**src/rtl/d_cache_pkg.sv**
```systemverilog
// Shared definitions for the direct-mapped write-through data cache:
// FSM state encoding, default widths and the tag-width helper.
package d_cache_pkg;

    localparam int DEF_ADDR_W  = 16;
    localparam int DEF_DATA_W  = 16;
    localparam int DEF_INDEX_W = 4;
    localparam int DEF_CNT_W   = 16;

    typedef enum logic [1:0] {
        ST_IDLE    = 2'd0,
        ST_RD_MISS = 2'd1,
        ST_WR_THRU = 2'd2
    } state_t;

    function automatic int tag_width(input int addr_w, input int index_w);
        return addr_w - index_w;
    endfunction

endpackage

```
**src/rtl/d_cache_array.sv**
```systemverilog
// Line storage for d_cache: valid bits, tags and one data word per line.
// Asynchronous lookup read, synchronous fill/update write, single-cycle global invalidate.
module d_cache_array #(
    parameter int INDEX_W = 4,
    parameter int TAG_W   = 12,
    parameter int DATA_W  = 16
) (
    input  logic               clock,
    input  logic               reset,
    input  logic               inval,
    input  logic [INDEX_W-1:0] rd_index,
    output logic               rd_valid,
    output logic [TAG_W-1:0]   rd_tag,
    output logic [DATA_W-1:0]  rd_data,
    input  logic               wr_en,
    input  logic [INDEX_W-1:0] wr_index,
    input  logic [TAG_W-1:0]   wr_tag,
    input  logic [DATA_W-1:0]  wr_data
);
    localparam int LINES = 1 << INDEX_W;

    logic [LINES-1:0]  valid_reg;
    logic [TAG_W-1:0]  tag_mem  [LINES];
    logic [DATA_W-1:0] data_mem [LINES];

    assign rd_valid = valid_reg[rd_index];
    assign rd_tag   = tag_mem[rd_index];
    assign rd_data  = data_mem[rd_index];

    always_ff @(posedge clock or negedge reset) begin
        if (!reset) begin
            valid_reg <= '0;
        end else if (inval) begin
            valid_reg <= '0;
        end else if (wr_en) begin
            valid_reg[wr_index] <= 1'b1;
        end
    end

    // Tag and data contents need no reset; a line is only trusted once its valid bit is set.
    always_ff @(posedge clock) begin
        if (wr_en) begin
            tag_mem[wr_index]  <= wr_tag;
            data_mem[wr_index] <= wr_data;
        end
    end

endmodule

```
**src/rtl/d_cache.sv**
```systemverilog
// Direct-mapped, write-through, no-write-allocate data cache between the CPU data port
// and data memory; FSM, capture registers and saturating hit/miss counters.
module d_cache
    import d_cache_pkg::*;
#(
    parameter int ADDR_W  = DEF_ADDR_W,
    parameter int DATA_W  = DEF_DATA_W,
    parameter int INDEX_W = DEF_INDEX_W,
    parameter int CNT_W   = DEF_CNT_W
) (
    input  logic              clock,
    input  logic              reset,
    input  logic              cpu_req,
    input  logic              cpu_we,
    input  logic [ADDR_W-1:0] cpu_addr,
    input  logic [DATA_W-1:0] cpu_wdata,
    output logic [DATA_W-1:0] cpu_rdata,
    output logic              cpu_stall,
    input  logic              flush,
    output logic              mem_rd,
    output logic              mem_wr,
    output logic [ADDR_W-1:0] mem_addr,
    output logic [DATA_W-1:0] mem_wdata,
    input  logic [DATA_W-1:0] mem_rdata,
    input  logic              mem_ready,
    output logic [CNT_W-1:0]  hit_count,
    output logic [CNT_W-1:0]  miss_count
);
    localparam int TAG_W = tag_width(ADDR_W, INDEX_W);

    state_t            state_reg, state_next;
    logic [ADDR_W-1:0] cap_addr_reg;
    logic [DATA_W-1:0] cap_data_reg;
    logic              cap_hit_reg;
    logic              done_reg, done_next;
    logic              flush_pend_reg, flush_pend_next;
    logic [CNT_W-1:0]  hit_count_reg, miss_count_reg;

    logic              rd_valid;
    logic [TAG_W-1:0]  rd_tag;
    logic [DATA_W-1:0] rd_data;
    logic              lookup_hit, write_done;
    logic              arr_wr_en, inval, capture, hit_inc, miss_inc;
    logic [DATA_W-1:0] arr_wr_data;

    assign lookup_hit  = rd_valid && (rd_tag == cpu_addr[ADDR_W-1:INDEX_W]);
    // A completed write stays "done" while the CPU keeps presenting it, so it is not reissued.
    assign write_done  = done_reg && cpu_req && cpu_we && (cpu_addr == cap_addr_reg);
    assign done_next   = ((state_reg == ST_WR_THRU) && mem_ready) || write_done;
    assign flush_pend_next = (state_reg != ST_IDLE) ? (flush_pend_reg || flush) : 1'b0;
    assign arr_wr_data = (state_reg == ST_RD_MISS) ? mem_rdata : cap_data_reg;

    d_cache_array #(
        .INDEX_W (INDEX_W),
        .TAG_W   (TAG_W),
        .DATA_W  (DATA_W)
    ) u_array (
        .clock    (clock),
        .reset    (reset),
        .inval    (inval),
        .rd_index (cpu_addr[INDEX_W-1:0]),
        .rd_valid (rd_valid),
        .rd_tag   (rd_tag),
        .rd_data  (rd_data),
        .wr_en    (arr_wr_en),
        .wr_index (cap_addr_reg[INDEX_W-1:0]),
        .wr_tag   (cap_addr_reg[ADDR_W-1:INDEX_W]),
        .wr_data  (arr_wr_data)
    );

    always_comb begin
        state_next = state_reg;
        cpu_stall  = 1'b0;
        cpu_rdata  = '0;
        mem_rd     = 1'b0;
        mem_wr     = 1'b0;
        arr_wr_en  = 1'b0;
        inval      = 1'b0;
        capture    = 1'b0;
        hit_inc    = 1'b0;
        miss_inc   = 1'b0;
        if (reset) begin
            case (state_reg)
                ST_IDLE: begin
                    if (flush || flush_pend_reg) begin
                        inval     = 1'b1;
                        cpu_stall = 1'b1;
                    end else if (cpu_req) begin
                        if (cpu_we) begin
                            if (!write_done) begin
                                cpu_stall  = 1'b1;
                                capture    = 1'b1;
                                state_next = ST_WR_THRU;
                            end
                        end else if (lookup_hit) begin
                            cpu_rdata = rd_data;
                            hit_inc   = 1'b1;
                        end else begin
                            cpu_stall  = 1'b1;
                            capture    = 1'b1;
                            miss_inc   = 1'b1;
                            state_next = ST_RD_MISS;
                        end
                    end
                end
                ST_RD_MISS: begin
                    mem_rd    = 1'b1;
                    cpu_stall = 1'b1;
                    if (mem_ready) begin
                        arr_wr_en  = 1'b1;
                        state_next = ST_IDLE;
                    end
                end
                ST_WR_THRU: begin
                    mem_wr    = 1'b1;
                    cpu_stall = 1'b1;
                    if (mem_ready) begin
                        arr_wr_en  = cap_hit_reg;
                        state_next = ST_IDLE;
                    end
                end
                default: state_next = ST_IDLE;
            endcase
        end
    end

    always_ff @(posedge clock or negedge reset) begin
        if (!reset) begin
            state_reg      <= ST_IDLE;
            cap_addr_reg   <= '0;
            cap_data_reg   <= '0;
            cap_hit_reg    <= 1'b0;
            done_reg       <= 1'b0;
            flush_pend_reg <= 1'b0;
            hit_count_reg  <= '0;
            miss_count_reg <= '0;
        end else begin
            state_reg      <= state_next;
            done_reg       <= done_next;
            flush_pend_reg <= flush_pend_next;
            if (capture) begin
                cap_addr_reg <= cpu_addr;
                cap_data_reg <= cpu_wdata;
                cap_hit_reg  <= lookup_hit;
            end
            if (hit_inc && (hit_count_reg != {CNT_W{1'b1}}))
                hit_count_reg <= hit_count_reg + CNT_W'(1);
            if (miss_inc && (miss_count_reg != {CNT_W{1'b1}}))
                miss_count_reg <= miss_count_reg + CNT_W'(1);
        end
    end

    assign mem_addr   = cap_addr_reg;
    assign mem_wdata  = cap_data_reg;
    assign hit_count  = hit_count_reg;
    assign miss_count = miss_count_reg;

endmodule
```
**config.mk**
```make
export PLATFORM = sky130hd
export DESIGN_NAME = d_cache
export DESIGN_NICKNAME = d
export VERILOG_FILES = /design/src/rtl/d_cache_pkg.sv /design/src/rtl/d_cache_array.sv /design/src/rtl/d_cache.sv
export SDC_FILE = /design/constraint.sdc
export NUM_CORES = 1
export LEC_CHECK = 0
export CORE_MARGIN = 3
export CORE_UTILIZATION = 45
export DETAILED_ROUTE_END_ITERATION = 8
export PLACE_DENSITY = 0.66
export RECOVER_POWER = 50
export SYNTH_ARGS = -nofsm -noshare
export SYNTH_HDL_FRONTEND = slang
export SYNTH_SLANG_ARGS = --single-unit
```
**constraint.sdc**
```tcl
create_clock -name clock -period 5.69 [get_ports clock]
set_input_delay 1.138 -clock clock [delete_from_list [all_inputs] [get_ports clock]]
set_output_delay 1.138 -clock clock [all_outputs]
set_load 0.02 [all_outputs]
```
==> qor.csv <==
stage;metric;value;unit
synth;ys.warnings.count;0;
placement;place.detailed.instances;1892;
timing;timing.clock.skew;0.0280;ns
placement;gp_congestion;0.868;
timing;relSlewSlack;-16.9;%
clocking;clkSlewWorstSetupHoldPaths;0.06;ns
cells_and_area;largest_registers;u_array.data_mem x256, u_array.tag_mem x192;
synth;ys_seq_elements;533;
flow_run;cap_viol_max_count;2;
synth;synthesis.nets;1203;
synth;ys_seq_area_share;70.9;%
grt;grt_use_total;20.7;%
cells_and_area;final_core_utilization;54.8;%
synth;postSynth.topFlopCell;sky130_fd_sc_hd__edfxtp_1;
synth;syn_avg_cell_area;19.2;um^2
cells_and_area;antenna-diode-count;0;
floorplanning;fp.coreArea;47900;um^2
timing;rsz_0062_raised_after_global_routing;false;
clocking;cts_hold_buffers;0;
timing;layout_min_cycle_time;5.47;ns
cells_and_area;final_common_cell;sky130_fd_sc_hd__edfxtp_1;
floorplanning;floorplan.initialDensity;45.8;%
placement;post-dp-hpwl;31700;um
timing;tightestPinTransition;1.75;ns
cells_and_area;number_of_flip_flops_in_the_largest_register;256;
synth;synth_cell_area;22000;um^2
grt;grt_max_degree;66;
route;drc;0;
power;static-leakage-power;9.32;nW
critical_path;cp_max_fo;16;
cells_and_area;flow.area_growth_from_synthesis;19.7;%
clocking;tritoncts;yes;
outcome;outcome;finished, violations left;
placement;dp_worst_setup_slack;0.0936;ns
grt;global_route_wire_length_before_repair;78000;um
clocking;clkLatencyLatePin;0.62;ns
clocking;cts_buffers;55;
route;detail_route.vias_per_cell;5.85;
route;vias;11700;
synth;post_synth_inst_count;1143;
timing;timing.final.hold_violations;0;
grt;initial_antenna_violation_count;0;
floorplanning;io-pin-count;137;
timing;tns;0;ns
power;vdd.ir_drop.worst;0.277;mV
grt;grt-ovfl-total;0;
route;drt_iter0_drc;1134;
cells_and_area;final_cell_mix;sky130_fd_sc_hd__edfxtp_1, sky130_fd_sc_hd__mux4_2, sky130_fd_sc_hd__clkdlybuf4s50_1, sky130_fd_sc_hd__dfrtp_1, sky130_fd_sc_hd__clkbuf_16;
floorplanning;die_w;227;um
route;wire_per_inst;26.4;um
synth;unique_cell_type_count_in_the_yosys_netlist;58;
critical_path;cp_data_required_time;4.55;ns
critical_path;startpoint_type;primary input;
placement;io_buffers;136;
critical_path;crit_path_end_kind;primary output;
clocking;clock_sinks;533;
floorplanning;full_die_area;51500;um^2
floorplanning;floorplan.rows;80;
timing;part_of_the_cycle_the_worst_path_needs;96.2;%
power;power_per_cell_area;402;nW/um^2
power;design_power_total;10.6;mW
cells_and_area;post_route_cells_drive_above_1_share;23.4;%
clocking;cts_max_path_buffers;3;
route;drt.antenna.violating_nets;0;
clocking;cts-htree-levels;2;
timing;setup_slack;0.218;ns
cells_and_area;design.final.nets;1394;
synth;async_flop_share;15.9;%
grt;grt_pass1_vias;12000;
synth;synth-edff-count;448;
timing;setup_viol_count_final;0;
cells_and_area;max_flop_register;u_array.data_mem;
clocking;root_buffer;sky130_fd_sc_hd__clkbuf_16;
route;drt_pass1_iterations;4;
timing;fmaxAchievable;0.183;GHz
timing;finalMaxSlewViolations;52;
critical_path;worst-setup-path-type;primary input to primary output;
cells_and_area;fin_cells;1993;
floorplanning;die-height;227;um
worst_hold_path;worst_hold_path_type;primary input to asynchronous set/reset pin;
route;finalWirelength;52500;um
critical_path;cp.arrival;4.33;ns
outcome;violations;max-capacitance violations, max-slew violations;
==> final cells by class <==
| class | instances | area, um^2 |
|---|---|---|
| fillers | 3712 | 21700 |
| inverters | 10 | 37.5 |
| multi-input cells | 538 | 6130 |
| clock inverters | 22 | 256 |
| flip-flops and latches | 533 | 15600 |
| repair buffers | 196 | 1950 |
| well taps | 615 | 769 |
| clock buffers | 79 | 1560 |
==> power by group <==
part	internal, mW	switching (mW)	total [mW]	leakage (nW)
Combinational	0.673	0.996	1.67	3.27
Clock	2.09	1.50	3.59	0.885
Sequential	4.98	0.317	5.29	5.16
Total	7.74	2.81	10.6	9.32
==> layer usage <==
layer	GRT usage, %	wire length [um]	vias to the layer above
met1	28.9	22000	6185
met4	4.96	975	0
met3	4.02	3200	64
met2	34.0	26400	388
li1	-	-	5029
met5	0	0	-
==> worst paths after layout <==
| check | startpoint | end | slack, ns | depth (start not counted) |
|---|---|---|---|---|
| worst min-delay path | reset | hit_count[11] | 0.48 | 1 |
| max in group asynchronous | reset | mem_wdata[7] | 2.82 | 3 |
| worst max-delay path | cpu_addr[1] | cpu_rdata[11] | 0.22 | 12 |
| min in group clock | miss_count[8] | miss_count[8] | 0.49 | 1 |
| worst max register to register | state_reg[1] | u_array.data_mem[15][10] | 1.77 | 8 |
| worst min register to register | miss_count[8] | miss_count[8] | 0.49 | 1 |
==> through the flow <==
stage               hold slack, ns  instance area, um^2
CTS                          0.475                26300
detailed placement           0.478                24500
global route                 0.479                26300
floorplan                    0.459                22000
finish                       0.480                26300
global placement             0.473                24500
==> worst max-delay path, stage by stage <==
cell and delay [ns]:
sky130_fd_sc_hd__buf_4 0.16, sky130_fd_sc_hd__buf_12 0.18, sky130_fd_sc_hd__mux4_2 0.51, sky130_fd_sc_hd__a22oi_1 0.27, sky130_fd_sc_hd__a21oi_1 0.13, sky130_fd_sc_hd__nor4_1 0.27
sky130_fd_sc_hd__o2111ai_1 0.21, sky130_fd_sc_hd__nor4_4 0.30, sky130_fd_sc_hd__buf_12 0.20, sky130_fd_sc_hd__buf_4 0.17, sky130_fd_sc_hd__and3_1 0.17, sky130_fd_sc_hd__clkdlybuf4s50_1 0.60
==> synthesized netlist by cell type, types with 8 or more instances <==
master	n	area share, %
sky130_fd_sc_hd__mux4_2	120	12
sky130_fd_sc_hd__nand3_1	30	0.68
sky130_fd_sc_hd__clkbuf_1	26	0.44
sky130_fd_sc_hd__inv_1	9	0.15
sky130_fd_sc_hd__nor4_1	17	0.48
sky130_fd_sc_hd__nor3_1	18	0.41
sky130_fd_sc_hd__xnor2_1	20	0.80
sky130_fd_sc_hd__mux2_4	30	2.1
sky130_fd_sc_hd__nand2_1	25	0.43
sky130_fd_sc_hd__nor2b_1	10	0.28
sky130_fd_sc_hd__a22oi_1	18	0.62
sky130_fd_sc_hd__buf_1	8	0.14
sky130_fd_sc_hd__o21a_1	16	0.55
sky130_fd_sc_hd__xor2_1	26	1.0
sky130_fd_sc_hd__dfrtp_1	85	9.7
sky130_fd_sc_hd__nor2_1	22	0.38
sky130_fd_sc_hd__and3_1	34	0.97
sky130_fd_sc_hd__mux2i_1	36	1.6
sky130_fd_sc_hd__mux2_2	21	1.1
sky130_fd_sc_hd__edfxtp_1	448	61
sky130_fd_sc_hd__nand4_1	13	0.37
sky130_fd_sc_hd__buf_2	13	0.30
==> repair_timing <==
action                     4_1_cts  5_1_grt
gates resized for setup          0        6
setup buffers                    0        0
setup endpoints to repair        0       12
==> kinds of logic (layout without fill, tap and decap cells) <==
family	Yosys count	after routing	synth area share, %
AND/OR/NAND/NOR	215	215	5.83
XOR/XNOR	46	46	1.83
AO/OA/AOI/OAI	60	60	2.10
buffers and inverters	72	307	1.69
multiplexers	211	211	17.3
adder cells (fa/ha/maj)	6	6	0.342
flip-flops	533	533	70.9
Note: power is estimated with default switching activity, not from simulation.
